### config.mk
export PLATFORM = sky130hd
export DESIGN_NAME = game_scheduler
export DESIGN_NICKNAME = d
export VERILOG_FILES = /design/src/rtl/game_scheduler.sv
export SDC_FILE = /design/constraint.sdc
export NUM_CORES = 1
export LEC_CHECK = 0
export BUFFER_PORTS_ARGS = -buffer_cell sky130_fd_sc_hd__buf_2
export CAP_MARGIN = 0
export CORE_UTILIZATION = 61
export DETAILED_ROUTE_END_ITERATION = 6
export PLACE_DENSITY = 0.86
export SLEW_MARGIN = 20
export SYNTH_ARGS = -nofsm -noshare
export SYNTH_HDL_FRONTEND = slang
export SYNTH_SLANG_ARGS = --single-unit
### constraint.sdc
create_clock -name clk_12MHz -period 6.57 [get_ports clk_12MHz]
set_clock_uncertainty 0.1 [all_clocks]
set_input_delay 1.6425 -clock clk_12MHz [delete_from_list [all_inputs] [get_ports clk_12MHz]]
set_output_delay 1.6425 -clock clk_12MHz [all_outputs]
set_load 0.01 [all_outputs]
### src/rtl/game_scheduler.sv
// game_scheduler
//
// Frame-rate scheduler for the game datapaths. A free-running prescaler produces a
// one-cycle frame tick every TICK_DIV clocks. A small FSM tracks the game phase, and
// while the game is running each client (bullet, ship, alien) gets a one-cycle move
// strobe once every <CLIENT>_DIV frame ticks. The three strobes are staggered one
// cycle apart after the tick, so no two are ever high together.
//
// Ports:
//   clk_12MHz      in   sole clock, rising edge
//   reset          in   synchronous, active-high reset
//   start          in   level; IDLE -> RUN, OVER -> IDLE
//   pause          in   level; game paused while high
//   game_over      in   level; ends the game
//   frame_tick     out  one-cycle pulse every TICK_DIV cycles
//   bullet_enable  out  bullet move strobe (tick + 1)
//   ship_enable    out  ship move strobe (tick + 2)
//   alien_enable   out  alien move strobe (tick + 3)
//   state          out  IDLE=00, RUN=01, PAUSED=10, OVER=11

module game_scheduler #(
  parameter int unsigned TICK_DIV   = 200000,
  parameter int unsigned BULLET_DIV = 1,
  parameter int unsigned SHIP_DIV   = 4,
  parameter int unsigned ALIEN_DIV  = 30
) (
  input  logic       clk_12MHz,
  input  logic       reset,
  input  logic       start,
  input  logic       pause,
  input  logic       game_over,
  output logic       frame_tick,
  output logic       bullet_enable,
  output logic       ship_enable,
  output logic       alien_enable,
  output logic [1:0] state
);

  localparam int unsigned PW = $clog2(TICK_DIV);
  localparam int unsigned BW = (BULLET_DIV > 1) ? $clog2(BULLET_DIV) : 1;
  localparam int unsigned SW = (SHIP_DIV > 1) ? $clog2(SHIP_DIV) : 1;
  localparam int unsigned AW = (ALIEN_DIV > 1) ? $clog2(ALIEN_DIV) : 1;

  localparam logic [PW-1:0] PrescMax    = PW'(TICK_DIV - 1);
  localparam logic [BW-1:0] BulletReload = BW'(BULLET_DIV - 1);
  localparam logic [SW-1:0] ShipReload   = SW'(SHIP_DIV - 1);
  localparam logic [AW-1:0] AlienReload  = AW'(ALIEN_DIV - 1);

  typedef enum logic [1:0] {
    StIdle   = 2'b00,
    StRun    = 2'b01,
    StPaused = 2'b10,
    StOver   = 2'b11
  } state_e;

  state_e          state_q, state_d;
  logic [PW-1:0]   presc_q;
  logic [BW-1:0]   b_cnt_q, b_cnt_d;
  logic [SW-1:0]   s_cnt_q, s_cnt_d;
  logic [AW-1:0]   a_cnt_q, a_cnt_d;
  logic            b_pend_q, b_pend_d;
  logic            s_pend_q, s_pend_d;
  logic            a_pend_q, a_pend_d;
  // Delayed copies of the tick: bit 0 is tick+1, bit 1 tick+2, bit 2 tick+3.
  logic [2:0]      phase_q;

  logic tick_raw;
  logic running;
  logic frame_run;
  logic b_set, s_set, a_set;
  logic b_fire, s_fire, a_fire;

  // ---------------------------------------------------------------------------
  // Prescaler (runs in every state)
  // ---------------------------------------------------------------------------
  always_ff @(posedge clk_12MHz) begin
    if (reset) begin
      presc_q <= '0;
      phase_q <= '0;
    end else begin
      presc_q <= (presc_q == PrescMax) ? '0 : presc_q + PW'(1);
      phase_q <= {phase_q[1:0], tick_raw};
    end
  end

  assign tick_raw   = (presc_q == PrescMax);
  assign frame_tick = tick_raw & ~reset;

  // ---------------------------------------------------------------------------
  // Game FSM
  // ---------------------------------------------------------------------------
  always_ff @(posedge clk_12MHz) begin
    if (reset) begin
      state_q <= StIdle;
    end else begin
      state_q <= state_d;
    end
  end

  always_comb begin
    state_d = state_q;
    unique case (state_q)
      StIdle:   if (start) state_d = StRun;
      StRun: begin
        if (game_over) state_d = StOver;
        else if (pause) state_d = StPaused;
      end
      StPaused: begin
        if (game_over) state_d = StOver;
        else if (!pause) state_d = StRun;
      end
      StOver:   if (start) state_d = StIdle;
      default:  state_d = StIdle;
    endcase
  end

  // Reset gates the visible state and strobes in the very cycle it is asserted.
  assign running   = (state_q == StRun) & ~reset;
  assign frame_run = (state_q == StRun) & tick_raw;
  assign state     = reset ? StIdle : state_q;

  // ---------------------------------------------------------------------------
  // Per-client frame counters: cleared in IDLE so the first RUN tick fires all
  // clients, counted only on RUN ticks, held otherwise.
  // ---------------------------------------------------------------------------
  always_comb begin
    b_cnt_d = b_cnt_q;
    b_set   = 1'b0;
    if (state_q == StIdle) begin
      b_cnt_d = '0;
    end else if (frame_run) begin
      if (b_cnt_q == '0) begin
        b_set   = 1'b1;
        b_cnt_d = BulletReload;
      end else begin
        b_cnt_d = b_cnt_q - BW'(1);
      end
    end
  end

  always_comb begin
    s_cnt_d = s_cnt_q;
    s_set   = 1'b0;
    if (state_q == StIdle) begin
      s_cnt_d = '0;
    end else if (frame_run) begin
      if (s_cnt_q == '0) begin
        s_set   = 1'b1;
        s_cnt_d = ShipReload;
      end else begin
        s_cnt_d = s_cnt_q - SW'(1);
      end
    end
  end

  always_comb begin
    a_cnt_d = a_cnt_q;
    a_set   = 1'b0;
    if (state_q == StIdle) begin
      a_cnt_d = '0;
    end else if (frame_run) begin
      if (a_cnt_q == '0) begin
        a_set   = 1'b1;
        a_cnt_d = AlienReload;
      end else begin
        a_cnt_d = a_cnt_q - AW'(1);
      end
    end
  end

  // ---------------------------------------------------------------------------
  // Pending flags and staggered strobes. TICK_DIV >= 4 guarantees a flag is never
  // set and fired in the same cycle. Any non-RUN cycle drops every pending move.
  // ---------------------------------------------------------------------------
  assign b_fire = running & phase_q[0] & b_pend_q;
  assign s_fire = running & phase_q[1] & s_pend_q;
  assign a_fire = running & phase_q[2] & a_pend_q;

  always_comb begin
    b_pend_d = b_pend_q;
    s_pend_d = s_pend_q;
    a_pend_d = a_pend_q;
    if (state_q != StRun) begin
      b_pend_d = 1'b0;
      s_pend_d = 1'b0;
      a_pend_d = 1'b0;
    end else begin
      if (b_set) b_pend_d = 1'b1;
      else if (b_fire) b_pend_d = 1'b0;
      if (s_set) s_pend_d = 1'b1;
      else if (s_fire) s_pend_d = 1'b0;
      if (a_set) a_pend_d = 1'b1;
      else if (a_fire) a_pend_d = 1'b0;
    end
  end

  always_ff @(posedge clk_12MHz) begin
    if (reset) begin
      b_cnt_q  <= '0;
      s_cnt_q  <= '0;
      a_cnt_q  <= '0;
      b_pend_q <= 1'b0;
      s_pend_q <= 1'b0;
      a_pend_q <= 1'b0;
    end else begin
      b_cnt_q  <= b_cnt_d;
      s_cnt_q  <= s_cnt_d;
      a_cnt_q  <= a_cnt_d;
      b_pend_q <= b_pend_d;
      s_pend_q <= s_pend_d;
      a_pend_q <= a_pend_d;
    end
  end

  assign bullet_enable = b_fire;
  assign ship_enable   = s_fire;
  assign alien_enable  = a_fire;

endmodule

==> results.py, run 1 <==
metrics = {
    "yosys": {
        "synth-seq-cells": 33,
        "synth.net_count": 187,
        "synthFlopType": "dfxtp_1",
        "ys_warn_count": 0,
        "synth_edf_count": 0,
        "syn_inst": 179,
        "seq_area_frac_synth_pct": 43.2,
        "syn_avg_cell_area_um2": 8.55,
        "synthArstFlopShare_pct": 0,
        "yosysUniqueCellTypes": 34,
        "syn_area_mm2": 0.00153,
    },
    "global_route": {
        "grt-ovfl-total": 0,
        "grt_start_max_net_pins": 19,
        "grt_pass1_vias": 1178,
        "grt_pass1_wl_um": 4880,
        "antenna_found_initial": 0,
        "gr-usage-all-layers_pct": 24.9,
    },
    "timing": {
        "tns_ns": 0,
        "relSlewSlack_pct": 59.5,
        "fmax_ghz": 0.228,
        "drv_slew": 0,
        "finalCritPeriodShare_pct": 66.7,
        "rsz0062_at_grt": "false",
        "tightest_slew_ns": 0.605,
        "period_minus_slack_ns": 4.38,
        "setup_viol": 0,
        "hold_viol": 0,
    },
    "power": {
        "p_per_area_mw_per_mm2": 204,
        "p_leak_nw": 0.570,
        "ir_drop_v": 0.000162,
    },
    "floorplan": {
        "design.core.area_mm2": 0.00230,
        "die_area_mm2": 0.00271,
        "die_h_um": 52.1,
        "fp-row-count": 17,
        "die_x_um": 52.1,
        "io-pin-count": 11,
        "initial_core_util_pct": 66.6,
    },
    "finish": {
        "diodes": 0,
        "nFillCells": 185,
        "nets": 200,
        "post-route-util_pct": 72.0,
        "syn2layout_area_growth_pct": 8.10,
        "drive_gt1_share_pct": 11.5,
    },
    "cts": {
        "cts_buffers": 5,
        "cts.repair.resized": 0,
        "h-tree-depth": 2,
        "root_buffer": "clkbuf_4",
        "clk_path_buf_depth": 2,
        "post_cts_buffers": 0,
        "clk_pin_slew_worst_paths_ns": 0.08,
        "insertion_delay_ns": 0.34,
        "cts_tree": "done",
        "clock_sink_count": 33,
        "cts_hold_buf": 0,
    },
    "critical_path": {
        "cp_max_fo": 10,
        "end_kind": "output port",
        "required_ns": 4.83,
        "cp-start-kind": "input pin",
        "path_class": "input pin to output port",
        "arrival_ns": 2.64,
    },
    "job": {
        "cap_violations": 0,
    },
    "placed_design": {
        "place_hpwl_um": 2080,
        "portBuffers": 10,
        "place.gp.congestion": 0.830,
    },
    "min_path": {
        "min_path_type": "flip-flop to flip-flop",
    },
    "outcome": {
        "run_status": "completed",
    },
    "routing": {
        "via_per_inst": 5.83,
        "postRouteWirelength_um": 2860,
        "drtAntennaViolNets": 0,
        "dr_total_vias": 1283,
        "drc_errors": 0,
        "drt_iter0_drc": 47,
        "drt-wirelength-per-cell_um": 13.0,
        "dr.pass1.iters": 5,
    },
}
==> layout make-up <==
type | count | area (um^2) | share of cell area (%)
inverters | 13 | 48.8 | 2.95
flip-flops and latches | 33 | 661 | 39.9
well taps | 28 | 35.0 | 2.12
repair buffers | 10 | 50.0 | 3.03
clock buffers | 7 | 55.1 | 3.33
multi-input cells | 129 | 805 | 48.6
==> state kept, by name, summed over array words and instances, names as in the netlist <==
signal / cells
a_cnt_q: 5
a_pend_q: 1
b_pend_q: 1
phase_q: 3
presc_q: 18
s_cnt_q: 2
s_pend_q: 1
state_q: 2
==> power by group <==
part | total [mW] | switching [mW] | internal [mW]
clock network | 0.114 | 0.0634 | 0.0505
registers | 0.207 | 0.00379 | 0.203
logic | 0.0177 | 0.0109 | 0.00678
==> cells by family after synthesis <==
group,count (synthesis),synth area share [%]
mux,2,1.47
simple gates,88,30.9
flops,33,43.2
fa+ha+maj,3,2.45
xor+xnor,15,8.59
compound gates,21,9.16
buf+inv,17,4.25
==> final timing paths <==
| check | start | endpoint | slack (ns) | cells after the start |
|---|---|---|---|---|
| setup / recovery | reset | bullet_enable | 2.19 | 5 |
| hold / removal | presc_q[0] | presc_q[0] | 0.39 | 1 |
| setup reg to reg | presc_q[14] | a_cnt_q[4] | 4.12 | 4 |
| hold reg to reg | presc_q[0] | presc_q[0] | 0.39 | 1 |
==> metrics by stage <==
| stage | total power, mW | instances | worst slack, ns | hold slack (ns) | cell area, um^2 |
|---|---|---|---|---|---|
| final | 0.338 | 220 | 2.19 | 0.389 | 1650 |
| after global routing | 0.354 | 220 | 2.10 | 0.405 | 1650 |
| after CTS | 0.341 | 220 | 2.19 | 0.391 | 1650 |
| after detailed placement | 0.229 | 213 | 2.20 | 0.374 | 1600 |
| after global placement | 0.228 | 213 | 2.26 | 0.339 | 1600 |
| after floorplan | 0.224 | 179 | 2.22 | 0.330 | 1530 |
==> worst max-delay path: stages <==
cell,delay (ns)
buf_2,0.15
nor2b_1,0.19
nor2b_1,0.33
and3_1,0.20
buf_2,0.12
==> layer usage <==
metal / track usage, % / vias to the layer above / part of all wire, %
met1: 26.8 / 604 / 45
met3: 9.65 / 9 / 4.0
li1: - / 647 / -
met5: 0 / - / 0
met4: 12.2 / 0 / 1.8
met2: 42.1 / 23 / 49
==> cells in the final DEF, fill, tap and decap left out, types with 5 or more instances in the layout <==
| master | netlist | layout |
|---|---|---|
| nor2_1 | 33 | 33 |
| dfxtp_1 | 33 | 33 |
| xnor2_1 | 14 | 14 |
| inv_1 | 13 | 13 |
| nor2b_1 | 10 | 10 |
| buf_2 | 1 | 10 |
| nor3_1 | 9 | 9 |
| nand4_1 | 7 | 7 |
| a21oi_1 | 6 | 6 |
| nand3_1 | 5 | 5 |
| clkbuf_4 | 0 | 5 |
==> Yosys cell counts, drive strengths merged (2+ instances only) <==
cell type / count / share of area, %
nor2b: 10 / 4.1
nand3b: 2 / 0.98
nor4: 4 / 1.6
inv: 13 / 3.2
nor3b: 2 / 0.98
o31ai: 3 / 1.5
or4: 3 / 1.5
o21ai: 3 / 0.98
and3: 3 / 1.2
nor2: 33 / 8.1
nand4: 7 / 2.9
nand2: 3 / 0.74
nand3: 6 / 2.3
a31oi: 2 / 0.82
clkbuf: 3 / 0.74
xnor2: 14 / 8.0
a311oi: 3 / 1.7
or4bb: 2 / 1.5
nor3: 9 / 2.9
mux2: 2 / 1.5
ha: 3 / 2.5
dfxtp: 33 / 43
or4b: 2 / 1.3
a21oi: 6 / 2.0
No activity file was read; power rests on OpenSTA's default activity.
==> run 2: changes to the inputs <==
--- a/config.mk
+++ b/config.mk
@@ -7,9 +7,9 @@
 export LEC_CHECK = 0
 export BUFFER_PORTS_ARGS = -buffer_cell sky130_fd_sc_hd__buf_2
 export CAP_MARGIN = 0
-export CORE_UTILIZATION = 61
+export CORE_UTILIZATION = 58
 export DETAILED_ROUTE_END_ITERATION = 6
-export PLACE_DENSITY = 0.86
+export PLACE_DENSITY = 0.82
 export SLEW_MARGIN = 20
 export SYNTH_ARGS = -nofsm -noshare
 export SYNTH_HDL_FRONTEND = slang
==> constraint.sdc (replaced) <==
create_clock -name clk_12MHz -period 4.5 [get_ports clk_12MHz]
set_clock_uncertainty 0.1 [all_clocks]
set_input_delay 1.125 -clock clk_12MHz [delete_from_list [all_inputs] [get_ports clk_12MHz]]
set_output_delay 1.125 -clock clk_12MHz [all_outputs]
set_load 0.01 [all_outputs]
==> results.py, run 2 (same netlist as run 1, synthesis figures left out) <==
metrics = {
    "timing": {
        "rsz0062_at_grt": "false",
        "hold_viol": 0,
        "setup_viol": 0,
        "fmax_ghz": 0.282,
        "finalHoldWorstSlack_ns": 0.369,
        "tns_ns": 0,
        "drv_slew": 0,
        "finalCritPeriodShare_pct": 78.8,
        "relSlewSlack_pct": 59.5,
        "period_minus_slack_ns": 3.54,
        "tightest_slew_ns": 0.606,
    },
    "global_route": {
        "grt_start_max_net_pins": 19,
        "grt-ovfl-total": 0,
        "grt_pass1_vias": 1184,
        "grt_pass1_wl_um": 4750,
        "gr-usage-all-layers_pct": 23.8,
        "antenna_found_initial": 0,
    },
    "critical_path": {
        "required_ns": 3.27,
        "end_kind": "output port",
        "cp-start-kind": "flip-flop",
        "crit_path_max_incr_delay_ns": 0.67,
        "path_cells": "or4b_1 -> or4_1 -> nor3_1 -> buf_2",
        "cp_max_fo": 8,
        "path_class": "flip-flop to output port",
        "arrival_ns": 2.32,
        "critical_path.slowest_cell": "or4_1",
    },
    "power": {
        "internal-power_mw": 0.366,
        "switching_share_pct": 24.8,
        "ir_drop_v": 0.000300,
        "power_switching_mw": 0.121,
        "combinationalPowerShare_pct": 5.4,
        "p_per_area_mw_per_mm2": 294,
        "p_leak_nw": 0.570,
        "seqPwrFrac_pct": 62.0,
        "pwr-share-clk_pct": 32.6,
    },
    "cts": {
        "root_buffer": "clkbuf_4",
        "insertion_delay_ns": 0.35,
        "clk_pin_slew_worst_paths_ns": 0.09,
        "clock_sink_count": 33,
        "cts_hold_buf": 0,
        "cts_buffers": 5,
        "cts.repair.resized": 0,
        "h-tree-depth": 2,
        "post_cts_buffers": 0,
        "clk_path_buf_depth": 2,
        "cts_tree": "done",
    },
    "routing": {
        "dr_total_vias": 1278,
        "drt-wirelength-per-cell_um": 12.7,
        "drtAntennaViolNets": 0,
        "drt_iter0_drc": 32,
        "postRouteWirelength_um": 2830,
        "via_per_inst": 5.73,
        "dr.pass1.iters": 4,
        "drc_errors": 0,
    },
    "finish": {
        "max_flop_register": "presc_q",
        "nFillCells": 214,
        "final_cell_mix": "33 x nor2_1, 33 x dfxtp_1, 14 x xnor2_1",
        "post-route-util_pct": 66.7,
        "diodes": 0,
        "drive_gt1_share_pct": 11.9,
        "syn2layout_area_growth_pct": 8.01,
        "seq_area_um2": 661,
        "top_regs": "presc_q: 18 flops, a_cnt_q: 5 flops, phase_q: 3 flops",
        "largest_reg_flops": 18,
        "nets": 200,
        "multi_input_area_um2": 805,
    },
    "placed_design": {
        "place_hpwl_um": 2120,
        "place.gp.congestion": 0.854,
        "portBuffers": 10,
    },
    "floorplan": {
        "die_x_um": 53.4,
        "die_area_mm2": 0.00285,
        "io-pin-count": 11,
        "fp-row-count": 18,
        "initial_core_util_pct": 61.8,
        "die_h_um": 53.4,
        "design.core.area_mm2": 0.00248,
    },
    "outcome": {
        "run_status": "completed",
    },
    "min_path": {
        "min_path_type": "flip-flop to flip-flop",
    },
    "job": {
        "cap_violations": 0,
    },
}
[run 2: changes by cell type in the layout (fill, tap and decap cells not counted)]
cell      change
clkinv_2      +2
clkbuf_8      -1
[run 2: area by class of cell]
type                    instances  share of cell area (%)
clock inverters                 2                   0.606
multi-input cells             129                    48.7
clock buffers                   6                    2.50
well taps                      30                    2.27
flip-flops and latches         33                    40.0
repair buffers                 10                    3.03
inverters                      13                    2.95
[run 2: layer usage]
metal	global-route usage, %	vias up	part of all wire (%)
met3	6.03	8	2.8
met2	40.4	21	50
met5	0	-	0
met4	14.5	0	2.5
li1	-	657	-
met1	26.3	592	45
[run 2: path summary, 6_finish.rpt]
kind / startpoint / to / slack [ns] / depth (start not counted)
hold reg to reg: presc_q[0] / presc_q[0] / 0.37 / 1
setup reg to reg: presc_q[14] / a_cnt_q[4] / 2.06 / 4
setup / recovery: presc_q[14] / frame_tick / 0.96 / 4
hold / removal: presc_q[0] / presc_q[0] / 0.37 / 1
[run 2: power by group through the flow]
stage	logic, mW	registers (mW)	clock network, mW
4_1_cts	0.0265	0.301	0.167
2_1_floorplan	0.0195	0.307	0
3_3_place_gp	0.0248	0.307	0
3_5_place_dp	0.0263	0.308	0
6_report	0.0263	0.301	0.159
5_1_grt	0.0294	0.302	0.175
[run 2: critical path: cells and delay by family, from the launching register on]
family / cells / cell delay [ns]
buffers and inverters: 1 / 0.16
DFF: 1 / 0.35
and+or+nand+nor: 3 / 1.47
[run 2: metrics by stage]
step                      cells  total power, mW  setup WS, ns  cell area, um^2
after CTS                   223            0.495         0.943             1650
final                       223            0.486         0.956             1650
after floorplan             179            0.326          1.18             1530
after global routing        223            0.507         0.891             1650
after global placement      215            0.332          1.23             1600
after detailed placement    215            0.334          1.14             1600
